File: src/rtl/cnn_pkg.sv
// rtl/cnn_pkg.sv - shared constants, pooling FSM state and signed max helper for the CNN pooling path
package cnn_pkg;

    localparam int MAP_WIDTH  = 24;
    localparam int MAP_HEIGHT = 24;
    localparam int DATA_WIDTH = 16;

    // max2 works at a fixed wide width so callers of any sample width can sign-extend into it
    localparam int MAX2_W = 32;

    typedef enum logic {
        S_EVEN = 1'b0,
        S_ODD  = 1'b1
    } pool_state_t;

    function automatic logic signed [MAX2_W-1:0] max2(
        input logic signed [MAX2_W-1:0] a,
        input logic signed [MAX2_W-1:0] b
    );
        return (a > b) ? a : b;
    endfunction

endpackage

File: src/rtl/pool_combine2.sv
// rtl/pool_combine2.sv - combinational two-operand reduce: signed max, or widened sum under POOL_AVG_EN
module pool_combine2
    import cnn_pkg::*;
#(
    parameter int IN_W  = DATA_WIDTH,
    parameter int OUT_W = DATA_WIDTH
) (
    input  logic signed [IN_W-1:0]  a_i,
    input  logic signed [IN_W-1:0]  b_i,
    output logic signed [OUT_W-1:0] y_o
);

`ifdef POOL_AVG_EN
    always_comb begin
        y_o = OUT_W'(a_i) + OUT_W'(b_i);
    end
`else
    logic signed [MAX2_W-1:0] max_wide;

    always_comb begin
        max_wide = max2(MAX2_W'(a_i), MAX2_W'(b_i));
        y_o      = OUT_W'(max_wide);
    end
`endif

endmodule

File: src/rtl/pool2x2_window.sv
// rtl/pool2x2_window.sv - stride-2 2x2 pooling over a two-row column stream; POOL_AVG_EN selects average pooling
module pool2x2_window
    import cnn_pkg::*;
#(
    parameter int map_width  = MAP_WIDTH,
    parameter int map_height = MAP_HEIGHT,
    parameter int data_width = DATA_WIDTH
) (
    input  logic                         clk,
    input  logic                         rst,
    input  logic signed [data_width-1:0] d_in1,
    input  logic signed [data_width-1:0] d_in2,
    input  logic                         in_valid,
    output logic signed [data_width-1:0] d_out,
    output logic                         out_valid,
    output logic                         frame_done
);

`ifdef POOL_AVG_EN
    localparam int HW = data_width + 2;
`else
    localparam int HW = data_width;
`endif
    localparam int PAIRS = map_height / 2;
    localparam int CW    = (map_width > 1) ? $clog2(map_width) : 1;
    localparam int PW    = (PAIRS > 1) ? $clog2(PAIRS) : 1;

    pool_state_t                  state_q;
    logic signed [HW-1:0]         hold_q;
    logic [CW-1:0]                col_q, col_d;
    logic [PW-1:0]                pair_q, pair_d;
    logic signed [data_width-1:0] d_out_q;
    logic                         out_valid_q;
    logic                         frame_done_q;

    logic signed [HW-1:0]         col_red;
    logic signed [HW-1:0]         win_red;
    logic signed [data_width-1:0] win_res;
    logic                         col_last;
    logic                         pair_last;

    pool_combine2 #(.IN_W(data_width), .OUT_W(HW)) u_col_reduce (
        .a_i (d_in1),
        .b_i (d_in2),
        .y_o (col_red)
    );

    pool_combine2 #(.IN_W(HW), .OUT_W(HW)) u_win_reduce (
        .a_i (hold_q),
        .b_i (col_red),
        .y_o (win_red)
    );

    always_comb begin
        col_last  = (col_q == CW'(map_width - 1));
        pair_last = (pair_q == PW'(PAIRS - 1));
        col_d     = col_last ? '0 : col_q + 1'b1;
        pair_d    = pair_q;
        if (col_last) begin
            pair_d = pair_last ? '0 : pair_q + 1'b1;
        end
`ifdef POOL_AVG_EN
        // four-sample sum always fits in HW bits; arithmetic shift floors toward minus infinity
        win_res = data_width'(win_red >>> 2);
`else
        win_res = data_width'(win_red);
`endif
    end

    always_ff @(posedge clk) begin
        if (rst) begin
            state_q      <= S_EVEN;
            hold_q       <= '0;
            col_q        <= '0;
            pair_q       <= '0;
            d_out_q      <= '0;
            out_valid_q  <= 1'b0;
            frame_done_q <= 1'b0;
        end else begin
            out_valid_q  <= 1'b0;
            frame_done_q <= 1'b0;
            if (in_valid) begin
                col_q  <= col_d;
                pair_q <= pair_d;
                case (state_q)
                    S_EVEN: begin
                        hold_q  <= col_red;
                        state_q <= S_ODD;
                    end
                    S_ODD: begin
                        d_out_q      <= win_res;
                        out_valid_q  <= 1'b1;
                        frame_done_q <= col_last && pair_last;
                        state_q      <= S_EVEN;
                    end
                    default: state_q <= S_EVEN;
                endcase
            end
        end
    end

    assign d_out      = d_out_q;
    assign out_valid  = out_valid_q;
    assign frame_done = frame_done_q;

endmodule

File: config.mk
export PLATFORM = sky130hd
export DESIGN_NAME = pool2x2_window
export DESIGN_NICKNAME = d
export VERILOG_FILES = /design/src/rtl/cnn_pkg.sv /design/src/rtl/pool_combine2.sv /design/src/rtl/pool2x2_window.sv
export SDC_FILE = /design/constraint.sdc
export NUM_CORES = 1
export LEC_CHECK = 0
export ABC_AREA = 1
export ABC_CLOCK_PERIOD_IN_PS = 3100
export BUFFER_PORTS_ARGS = -buffer_cell sky130_fd_sc_hd__buf_2
export CELL_PAD_IN_SITES_DETAIL_PLACEMENT = 0
export CELL_PAD_IN_SITES_GLOBAL_PLACEMENT = 2
export CORE_AREA = 4 4 108 120
export DETAILED_ROUTE_END_ITERATION = 10
export DIE_AREA = 0 0 112 124
export GPL_ROUTABILITY_DRIVEN = 0
export PLACE_DENSITY = 0.71
export RECOVER_POWER = 50
export SETUP_SLACK_MARGIN = 0.5
export SLEW_MARGIN = 10
export SYNTH_ARGS = -nofsm -noshare
export SYNTH_HDL_FRONTEND = slang
export SYNTH_HIERARCHICAL = 1
export SYNTH_SLANG_ARGS = --single-unit
export TNS_END_PERCENT = 20
File: constraint.sdc
create_clock -name clk -period 3.1 [get_ports clk]
set_input_delay 0.31 -clock clk [delete_from_list [all_inputs] [get_ports clk]]
set_output_delay 0.31 -clock clk [all_outputs]
set_load 0.05 [all_outputs]
==> flow_summary_export.csv, run 1 <==
group,metric,value,unit
clocking,cts_max_level,2,
die,ios,53,
worst_hold_path,hold_class,"input port to flip-flop",
synth,synth_warnings,6,
power_and_ir_drop,power.density,423,mW/mm²
sta,setup_slack,132,ps
finish,num-fill-cells,1187,
finish,finish.utilization,0.456,
sta,period_minus_slack,2970,ps
die,num_rows,42,
synth,ys_seq_area_frac,0.273,
synth,synth.area.top_cells,"dfxtp_1 27%, nand2_1 14%, ha_1 13%",
sta,hold_violations,0,
setup_path,worst-path-max-fanout,8,
finish,num-nets-final,690,
finish,area_growth,66.8,%
synth,yosysMostFrequentCell,"nand2_1",
synth,synth_common_cells,"118 x nand2_1, 57 x inv_1, 46 x nor2_1",
die,die_y,124,µm
setup_path,worstPathRequired,3330,ps
synth,synth_nets,539,
synth,syn_inst,470,
sta,rsz0062_at_grt,"true",
synth,ys_types,29,
setup_path,crit_start,"d_in2[15]",
die,core,0.0118,mm²
synth,yosys_register_bits,44,
setup_path,crit_path_start_kind,"input port",
finish,antenna_cells,0,
power_and_ir_drop,sw_frac_of_total,0.349,
setup_path,arrival,3200,ps
power_and_ir_drop,p_clk_frac,0.262,
detailed_routing,via_per_inst,4.47,
clocking,clkSinkCount,44,
setup_path,crit_end,"d_out[13]$_SDFFE_PP0P_",
global_routing,overflow,0,
synth,async_flop_share,0,
die,start_util,0.273,
clocking,root_buffer,"clkbuf_16",
setup_path,rr_worst_depth,10,
power_and_ir_drop,ir_drop,0.244,mV
detailed_routing,wl_per_cell,12.2,µm
synth,synth_area_leader_cell,"dfxtp_1",
setup_path,regToRegSetupSlack,1190,ps
power_and_ir_drop,power_frac_comb,0.460,
setup_path,regToRegEndpoint,"d_out[13]$_SDFFE_PP0P_",
clocking,clk_pin_slew_worst_paths,60,ps
global_routing,grtUsageTotal,0.143,
clocking,cts.path.max_buffers,2,
synth,synthesis.area,0.00323,mm²
sta,post-route-period-util,0.957,
die,dieWidth,112,µm
detailed_routing,drc,0,
die,die_area,0.0139,mm²
run,cap_violations,0,
finish,drive_above_1_share,0.458,
sta,slew_viol_final,0,
synth,synth_edf_count,0,
sta,relSlewSlack,0.473,
placed_design,place.port_buffers,52,
detailed_routing,first_pass_iters,4,
sta,worst_pin_slew,791,ps
synth,avgSynthCellArea,6.88,µm²
global_routing,grt_first_pass_wirelength,16300,µm
power_and_ir_drop,p_switching,0.795,mW
detailed_routing,detail-route-antenna-nets,0,
power_and_ir_drop,p_int,1.48,mW
clocking,cts-buffers-inserted,5,
clocking,tritoncts,"yes",
synth,synth_top_area_frac,0.273,
clocking,clkLatencyLatePin,290,ps
power_and_ir_drop,p_leak,2.67,nW
sta,finalSetupViolations,0,
synth,synthFlopType,"dfxtp_1",
sta,fmax,337,MHz
setup_path,path_class,"input port to flip-flop",
detailed_routing,drtIter0Drc,87,
sta,setup-tns-final,0,ps
power_and_ir_drop,seqPwrFrac,0.278,
setup_path,r2r_start,"hold_q[15]$_SDFFE_PP0P_",
detailed_routing,wirelength,9450,µm
placed_design,dpl.hpwl,7120,µm
sta,skew,3.65,ps
global_routing,antenna_found_initial,0,
detailed_routing,via_count,3467,
global_routing,grt_max_degree,24,
global_routing,grt_pass1_vias,3424,
setup_path,worst_setup_path_end_kind,"flip-flop",
placed_design,post-place-ws,-306,ps
clocking,holdBufCountCts,0,
outcome,outcome,"complete, no violations",
-- layout make-up --
class	instances	area [µm²]	share of cell area
inverters	64	265	0.0492
clock buffers	6	129	0.0239
multi-input cells	346	2560	0.476
clock inverters	2	35.0	0.00650
well taps	154	193	0.0357
flip-flops and latches	44	881	0.163
repair buffers	160	1330	0.246
-- cells by family after synthesis --
kind of cell / share of synthesized area
AND/OR/NAND/NOR: 0.418
buffers and inverters: 0.113
XOR/XNOR: 0.00271
AO/OA/AOI/OAI: 0.0623
adder cells (fa/ha/maj): 0.132
flip-flops: 0.273
-- flip-flops by register name, indices dropped and copies added, names as in the netlist --
name / cells
pair_q: 4
frame_done: 1
state_q: 1
col_q: 5
hold_q: 16
d_out: 16
out_valid: 1
-- cell usage in the layout, fill, tap and decap left out, types with 6 or more instances in the layout --
cell type  count
nand4_1       35
clkbuf_1      20
ha_1          10
buf_6         18
nand2_4       20
nand3_1       23
nor2_4         6
o21ai_0       19
nand2_2       32
inv_1         35
buf_2         16
inv_2         23
buf_4         93
a21oi_2        8
nand2_1       93
ha_4          24
buf_12        10
nor2_1        46
dfxtp_1       44
-- worst min path at each step --
stage	from	to	slack [ps]	cells past startpoint
after floorplan	rst	state_q$_SDFFE_PP0P_	370	1
after global placement	d_out[11]$_SDFFE_PP0P_	d_out[11]$_SDFFE_PP0P_	460	2
after detailed placement	d_out[11]$_SDFFE_PP0P_	d_out[11]$_SDFFE_PP0P_	460	2
after CTS	rst	state_q$_SDFFE_PP0P_	230	2
after global routing	rst	state_q$_SDFFE_PP0P_	230	2
final	rst	state_q$_SDFFE_PP0P_	240	2
-- power groups by stage --
stage          clock (mW)  sequential (mW)  combinational, mW
5_1_grt             0.638            0.638               1.16
4_1_cts             0.617            0.633               1.02
6_report            0.598            0.633               1.05
3_5_place_dp            0            0.644              0.842
2_1_floorplan           0            0.673              0.525
3_3_place_gp            0            0.644              0.831
-- timing repair --
action,4_1_cts,5_1_grt
setup endpoints to repair,16,19
setup buffers,34,3
gates cloned,2,0
pin swaps,58,35
gates resized for setup,64,32
-- critical path, stage by stage --
cell and delay, ps:
buf_12 90, inv_12 30, ha_4 250, nand4_1 190, nor2_4 200, nand2_4 80
nand2_4 90, nand2_8 70, nand3_4 120, buf_12 150, nand2_4 50, nand2_4 70
inv_4 30, ha_4 260, nand4_1 190, nor2_4 210, nand4_4 190, buf_12 190
nand3_4 160, nand2_2 70, nand2_1 60, nand2_1 50, nand2_1 60
-- per-layer routing --
| layer | GRT usage | wire (µm) |
|---|---|---|
| met5 | 0 | 0 |
| met4 | 0.0473 | 150 |
| met3 | 0.0214 | 295 |
| met2 | 0.263 | 4730 |
| met1 | 0.171 | 4270 |
-- metrics by stage --
| stage | instance area, µm² | std cells | power, mW | hold WS, ps |
|---|---|---|---|---|
| after CTS | 5270 | 773 | 2.27 | 231 |
| after floorplan | 3570 | 470 | 1.20 | 372 |
| after global placement | 4500 | 729 | 1.47 | 461 |
| after detailed placement | 4500 | 729 | 1.49 | 461 |
| final | 5390 | 776 | 2.28 | 237 |
| after global routing | 5390 | 776 | 2.44 | 234 |
Power figures use the tool's default switching activity.
==> inputs of run 2 (changes only) <==
--- a/config.mk
+++ b/config.mk
@@ -11,9 +11,10 @@
 export CELL_PAD_IN_SITES_DETAIL_PLACEMENT = 0
 export CELL_PAD_IN_SITES_GLOBAL_PLACEMENT = 2
-export CORE_AREA = 4 4 108 120
+export CORE_AREA = 4 4 106 118
+export CTS_BUF_LIST = sky130_fd_sc_hd__clkbuf_8
 export DETAILED_ROUTE_END_ITERATION = 10
-export DIE_AREA = 0 0 112 124
+export DIE_AREA = 0 0 110 122
 export GPL_ROUTABILITY_DRIVEN = 0
-export PLACE_DENSITY = 0.71
+export PLACE_DENSITY = 0.73
 export RECOVER_POWER = 50
 export SETUP_SLACK_MARGIN = 0.5
==> constraint.sdc (replaced) <==
create_clock -name clk -period 3.1 [get_ports clk]
set_input_delay 0.62 -clock clk [delete_from_list [all_inputs] [get_ports clk]]
set_output_delay 0.62 -clock clk [all_outputs]
set_load 0.05 [all_outputs]
==> flow_summary_export.csv, run 2 (synthesis results as in run 1) <==
group,metric,value,unit
clocking,cts_max_level,2,
die,core,0.0113,mm²
sta,slew_viol_final,0,
detailed_routing,via_per_inst,4.45,
finish,antenna_cells,0,
die,die_area,0.0134,mm²
finish,postLayoutCellArea,0.00499,mm²
setup_path,worst_setup_path_end_kind,"flip-flop",
outcome,outcome,"finished, violations left",
detailed_routing,drc,0,
placed_design,placed_area,0.00445,mm²
sta,relSlewSlack,0.598,
clocking,holdBufCountCts,0,
sta,worst_pin_slew,605,ps
placed_design,dpl.hpwl,7010,µm
global_routing,antenna_found_initial,0,
power_and_ir_drop,power.density,419,mW/mm²
sta,post-route-period-util,1.03,
finish,area_growth,54.3,%
global_routing,overflow,0,
detailed_routing,drtIter0Drc,71,
finish,fin_cells,748,
sta,fmax,312,MHz
detailed_routing,first_pass_iters,4,
clocking,clkLatencyLatePin,300,ps
sta,hold_slack,471,ps
sta,finalSetupViolations,16,
finish,drive_above_1_share,0.438,
setup_path,path_class,"input port to flip-flop",
placed_design,post-place-ws,-594,ps
global_routing,grt_pass1_vias,3254,
power_and_ir_drop,p_leak,2.51,nW
sta,period_minus_slack,3210,ps
clocking,clk_pin_slew_worst_paths,80,ps
clocking,root_buffer,"clkbuf_8",
placed_design,place.port_buffers,52,
sta,rsz0062_at_grt,"true",
finish,layout_common_cells,"97 x nand2_1, 75 x buf_4, 46 x nor2_1",
setup_path,worstPathRequired,3300,ps
sta,skew,4.70,ps
finish,mostFrequentLayoutCell,"nand2_1",
detailed_routing,via_count,3327,
clocking,clkSinkCount,44,
sta,setup-tns-final,-1350,ps
setup_path,crit_path_start_kind,"input port",
detailed_routing,detail-route-antenna-nets,0,
setup_path,worst-path-max-fanout,8,
power_and_ir_drop,ir_drop,0.263,mV
detailed_routing,wirelength,9010,µm
die,dieWidth,110,µm
detailed_routing,wl_per_cell,12.0,µm
sta,hold_violations,0,
worst_hold_path,hold_class,"flip-flop to flip-flop",
sta,setup_slack,-105,ps
setup_path,arrival,3410,ps
global_routing,grt_max_degree,23,
die,num_rows,41,
clocking,cts-buffers-inserted,5,
finish,finish.utilization,0.440,
global_routing,grt_first_pass_wirelength,15000,µm
run,cap_violations,0,
clocking,tritoncts,"yes",
power_and_ir_drop,power,2.09,mW
setup_path,regToRegSetupSlack,1210,ps
die,die_y,122,µm
finish,num-nets-final,667,
die,start_util,0.285,
global_routing,grtUsageTotal,0.140,
placed_design,place_inst,722,
outcome,violations,"negative setup slack",
clocking,cts.path.max_buffers,2,
die,ios,53,
-- run 2: cell count changes in the layout (fill, tap and decap cells not counted), sizes merged --
| cell | previous run | this run |
|---|---|---|
| buf | 141 | 127 |
| bufinv | 1 | 2 |
| clkbuf | 25 | 15 |
| clkinv | 1 | 0 |
-- run 2: repair_timing --
action,CTS,global route
buffers inserted,14,2
pin swaps,29,24
gates cloned,2,1
resized for setup,30,29
endpoints found under the setup margin,16,17
-- run 2: final timing paths --
path                     startpoint  cells past startpoint                      to
min          d_out[11]$_SDFFE_PP0P_                      2  d_out[11]$_SDFFE_PP0P_
max                        d_in2[7]                     28   d_out[9]$_SDFFE_PP0P_
min reg2reg  d_out[11]$_SDFFE_PP0P_                      2  d_out[11]$_SDFFE_PP0P_
max reg2reg  hold_q[5]$_SDFFE_PP0P_                     13   d_out[9]$_SDFFE_PP0P_
-- run 2: critical path, stage by stage --
cell and delay, ps:
buf_8 100, inv_4 50, ha_4 200, nand2_4 90, inv_2 40, a21oi_2 140
nand3_2 110, nand2_2 110, nand2_2 70, nand2_4 110, nand3_4 110, buf_12 160
nand2_2 50, nand2_2 60, inv_2 60, ha_4 190, nand2_1 70, inv_1 40
o21ai_1 140, nand3_2 80, nand2_2 100, nand2_2 70, nand2_4 160, nand3_4 180
nand2_2 110, nand2_2 40, nand2_1 70, nand2_1 50
-- run 2: cell type report --
type | count | area, µm²
clock buffers | 5 | 68.8
clock inverters | 2 | 60.1
fillers | 1210 | 6350
inverters | 64 | 260
multi-input cells | 346 | 2490
flip-flops and latches | 44 | 881
well taps | 150 | 188
repair buffers | 137 | 1030
-- run 2: routing by layer --
layer	global-route usage	share of wire	up-vias
li1	-	-	1777
met4	0.0499	0.021	0
met3	0.0196	0.039	15
met5	0	0	-
met1	0.170	0.44	1464
met2	0.248	0.50	71
-- run 2: report_power, final --
| group | switching, mW | internal, mW | total [mW] |
|---|---|---|---|
| combinational | 0.509 | 0.428 | 0.937 |
| clock | 0.198 | 0.317 | 0.516 |
| sequential | 0.0349 | 0.599 | 0.634 |
| total | 0.743 | 1.34 | 2.09 |
==> inputs of run 3 (changes only) <==
Settings changed: CTS_CLUSTER_DIAMETER set to 150, PLACE_DENSITY 0.73 to 0.84.
==> flow_summary_export.csv, run 3 (synthesis results as in run 1) <==
group,metric,value,unit
die,start_util,0.285,
setup_path,crit_start,"d_in2[15]",
global_routing,grt_first_pass_wirelength,15200,µm
finish,multiInputGateArea,0.00252,mm²
finish,area_growth,52.3,%
finish,mostFrequentLayoutCell,"nand2_1",
setup_path,worst_setup_path_end_kind,"flip-flop",
die,die_area,0.0134,mm²
clocking,clkSinkCount,44,
global_routing,grt_pass1_vias,3321,
power_and_ir_drop,p_leak,2.50,nW
sta,setup_slack,-160,ps
sta,finalSetupViolations,16,
global_routing,grt_max_degree,27,
detailed_routing,via_count,3301,
power_and_ir_drop,seqPwrFrac,0.333,
clocking,root_buffer,"clkbuf_8",
setup_path,path_buf_inv,6,
detailed_routing,wirelength,8910,µm
finish,num-fill-cells,1150,
setup_path,arrival,3450,ps
setup_path,worst-path-max-fanout,8,
sta,period_minus_slack,3260,ps
detailed_routing,drtIter0Drc,71,
setup_path,r2r_start,"hold_q[15]$_SDFFE_PP0P_",
global_routing,overflow,0,
setup_path,cp_slowest_stage_delay,260,ps
global_routing,antenna_found_initial,0,
finish,postLayoutCellArea,0.00492,mm²
clocking,clk_pin_slew_worst_paths,80,ps
clocking,cts-buffers-inserted,5,
sta,hold_violations,0,
finish,finish.utilization,0.434,
setup_path,path_class,"input port to flip-flop",
setup_path,crit_chain,"buf_12, inv_12, ha_4, nand4_1, nor2_4, buf_6, nand4_4, nand3_4, buf_12, nand2_4, nand2_4, inv_4, ha_4, nand4_1, nor2_4, nand2_2, nand2_2, nand2_4, clkbuf_16, nand4_1, nand2_1, nand2_1, nand2_1",
detailed_routing,via_per_inst,4.50,
sta,fmax,307,MHz
run,cap_violations,0,
finish,register_area,881,µm²
power_and_ir_drop,sw_frac_of_total,0.386,
finish,num-nets-final,653,
finish,antenna_cells,0,
sta,worst_pin_slew,511,ps
clocking,cts_max_level,2,
power_and_ir_drop,power.density,386,mW/mm²
sta,slew_viol_final,0,
placed_design,place_inst,721,
die,core,0.0113,mm²
die,ios,53,
detailed_routing,detail-route-antenna-nets,0,
detailed_routing,drc,0,
placed_design,placed_area,0.00444,mm²
detailed_routing,wl_per_cell,12.1,µm
setup_path,slowest_stage,"ha_4",
power_and_ir_drop,p_clk_frac,0.176,
setup_path,cp_top_family,"simple AND/OR/NAND/NOR gates",
global_routing,grtUsageTotal,0.137,
die,num_rows,41,
placed_design,dpl.hpwl,6860,µm
clocking,tritoncts,"yes",
clocking,clkLatencyLatePin,290,ps
power_and_ir_drop,ir_drop,0.148,mV
sta,rsz0062_at_grt,"true",
clocking,holdBufCountCts,0,
placed_design,place.port_buffers,52,
power_and_ir_drop,p_int,1.17,mW
sta,skew,6.20,ps
worst_hold_path,hold_class,"flip-flop to flip-flop",
worst_hold_path,hp-start,"d_out[0]$_SDFFE_PP0P_",
finish,layout_common_cells,"95 x nand2_1, 58 x buf_4, 47 x nor2_1",
detailed_routing,first_pass_iters,4,
die,dieWidth,110,µm
finish,drive_above_1_share,0.445,
power_and_ir_drop,p_switching,0.733,mW
outcome,violations,"negative setup slack",
sta,post-route-period-util,1.05,
clocking,cts.path.max_buffers,2,
setup_path,worstPathRequired,3290,ps
sta,relSlewSlack,0.658,
die,die_y,122,µm
outcome,outcome,"finished, violations left",
power_and_ir_drop,power_frac_comb,0.491,
finish,fin_cells,734,
setup_path,crit_path_start_kind,"input port",
-- run 3: changes by cell type in the layout (fill, tap and decap cells not counted), moves of 4 or more --
| cell | change |
|---|---|
| buf_4 | -17 |
| clkbuf_1 | -10 |
| buf_2 | +7 |
| buf_6 | +4 |
-- run 3: repair_timing --
item / CTS / global route
gates resized for setup: 15 / 58
pin swaps: 6 / 58
gates cloned: 1 / 2
setup endpoints to repair: 16 / 16
buffers inserted: 1 / 2
-- run 3: final cells by class --
type,count,share of cell area
tap,150,0.0381
multi-input combinational,346,0.512
clock inverter,2,0.00178
clock buffer,5,0.0140
sequential,44,0.179
inverter,64,0.0539
timing repair buffer,123,0.202
-- run 3: per-layer routing --
metal / track usage / routed length, µm
met1: 0.178 / 4090
met3: 0.0164 / 349
met5: 0 / 0
met4: 0.0382 / 51
met2: 0.235 / 4420
-- run 3: final timing paths --
check	slack, ps	endpoint	depth (start not counted)
hold / removal	470	d_out[0]$_SDFFE_PP0P_	2
hold reg to reg	470	d_out[0]$_SDFFE_PP0P_	2
setup reg to reg	1210	d_out[7]$_SDFFE_PP0P_	11
setup / recovery	-160	d_out[6]$_SDFFE_PP0P_	23
-- run 3: power groups by stage --
stage / combinational [mW] / clock, mW / sequential (mW)
after global routing: 1.04 / 0.371 / 0.638
after CTS: 0.863 / 0.349 / 0.632
after detailed placement: 0.824 / 0 / 0.645
after global placement: 0.810 / 0 / 0.643
after floorplan: 0.525 / 0 / 0.673
final: 0.933 / 0.335 / 0.633
-- run 3: worst register-to-register path, stage by stage (launching register included) --
cell	delay (ps)
dfxtp_1	340
ha_1	330
nand4_1	190
a21oi_2	70
nor2_2	210
nand2_2	90
nand2_4	140
nand3_4	170
nand2_2	110
nand2_2	50
nand2_2	60
nand2_1	50
-- run 3: stage by stage --
step                      hold WS, ps  setup slack (ps)  TNS [ps]  total power, mW
final                             466              -160     -2180             1.90
after global routing              496              -392     -5790             2.05
after CTS                         479              -121     -1690             1.84
after detailed placement          465              -548     -8500             1.47
after global placement            463              -493     -7600             1.45
after floorplan                   460              -147     -1550             1.20
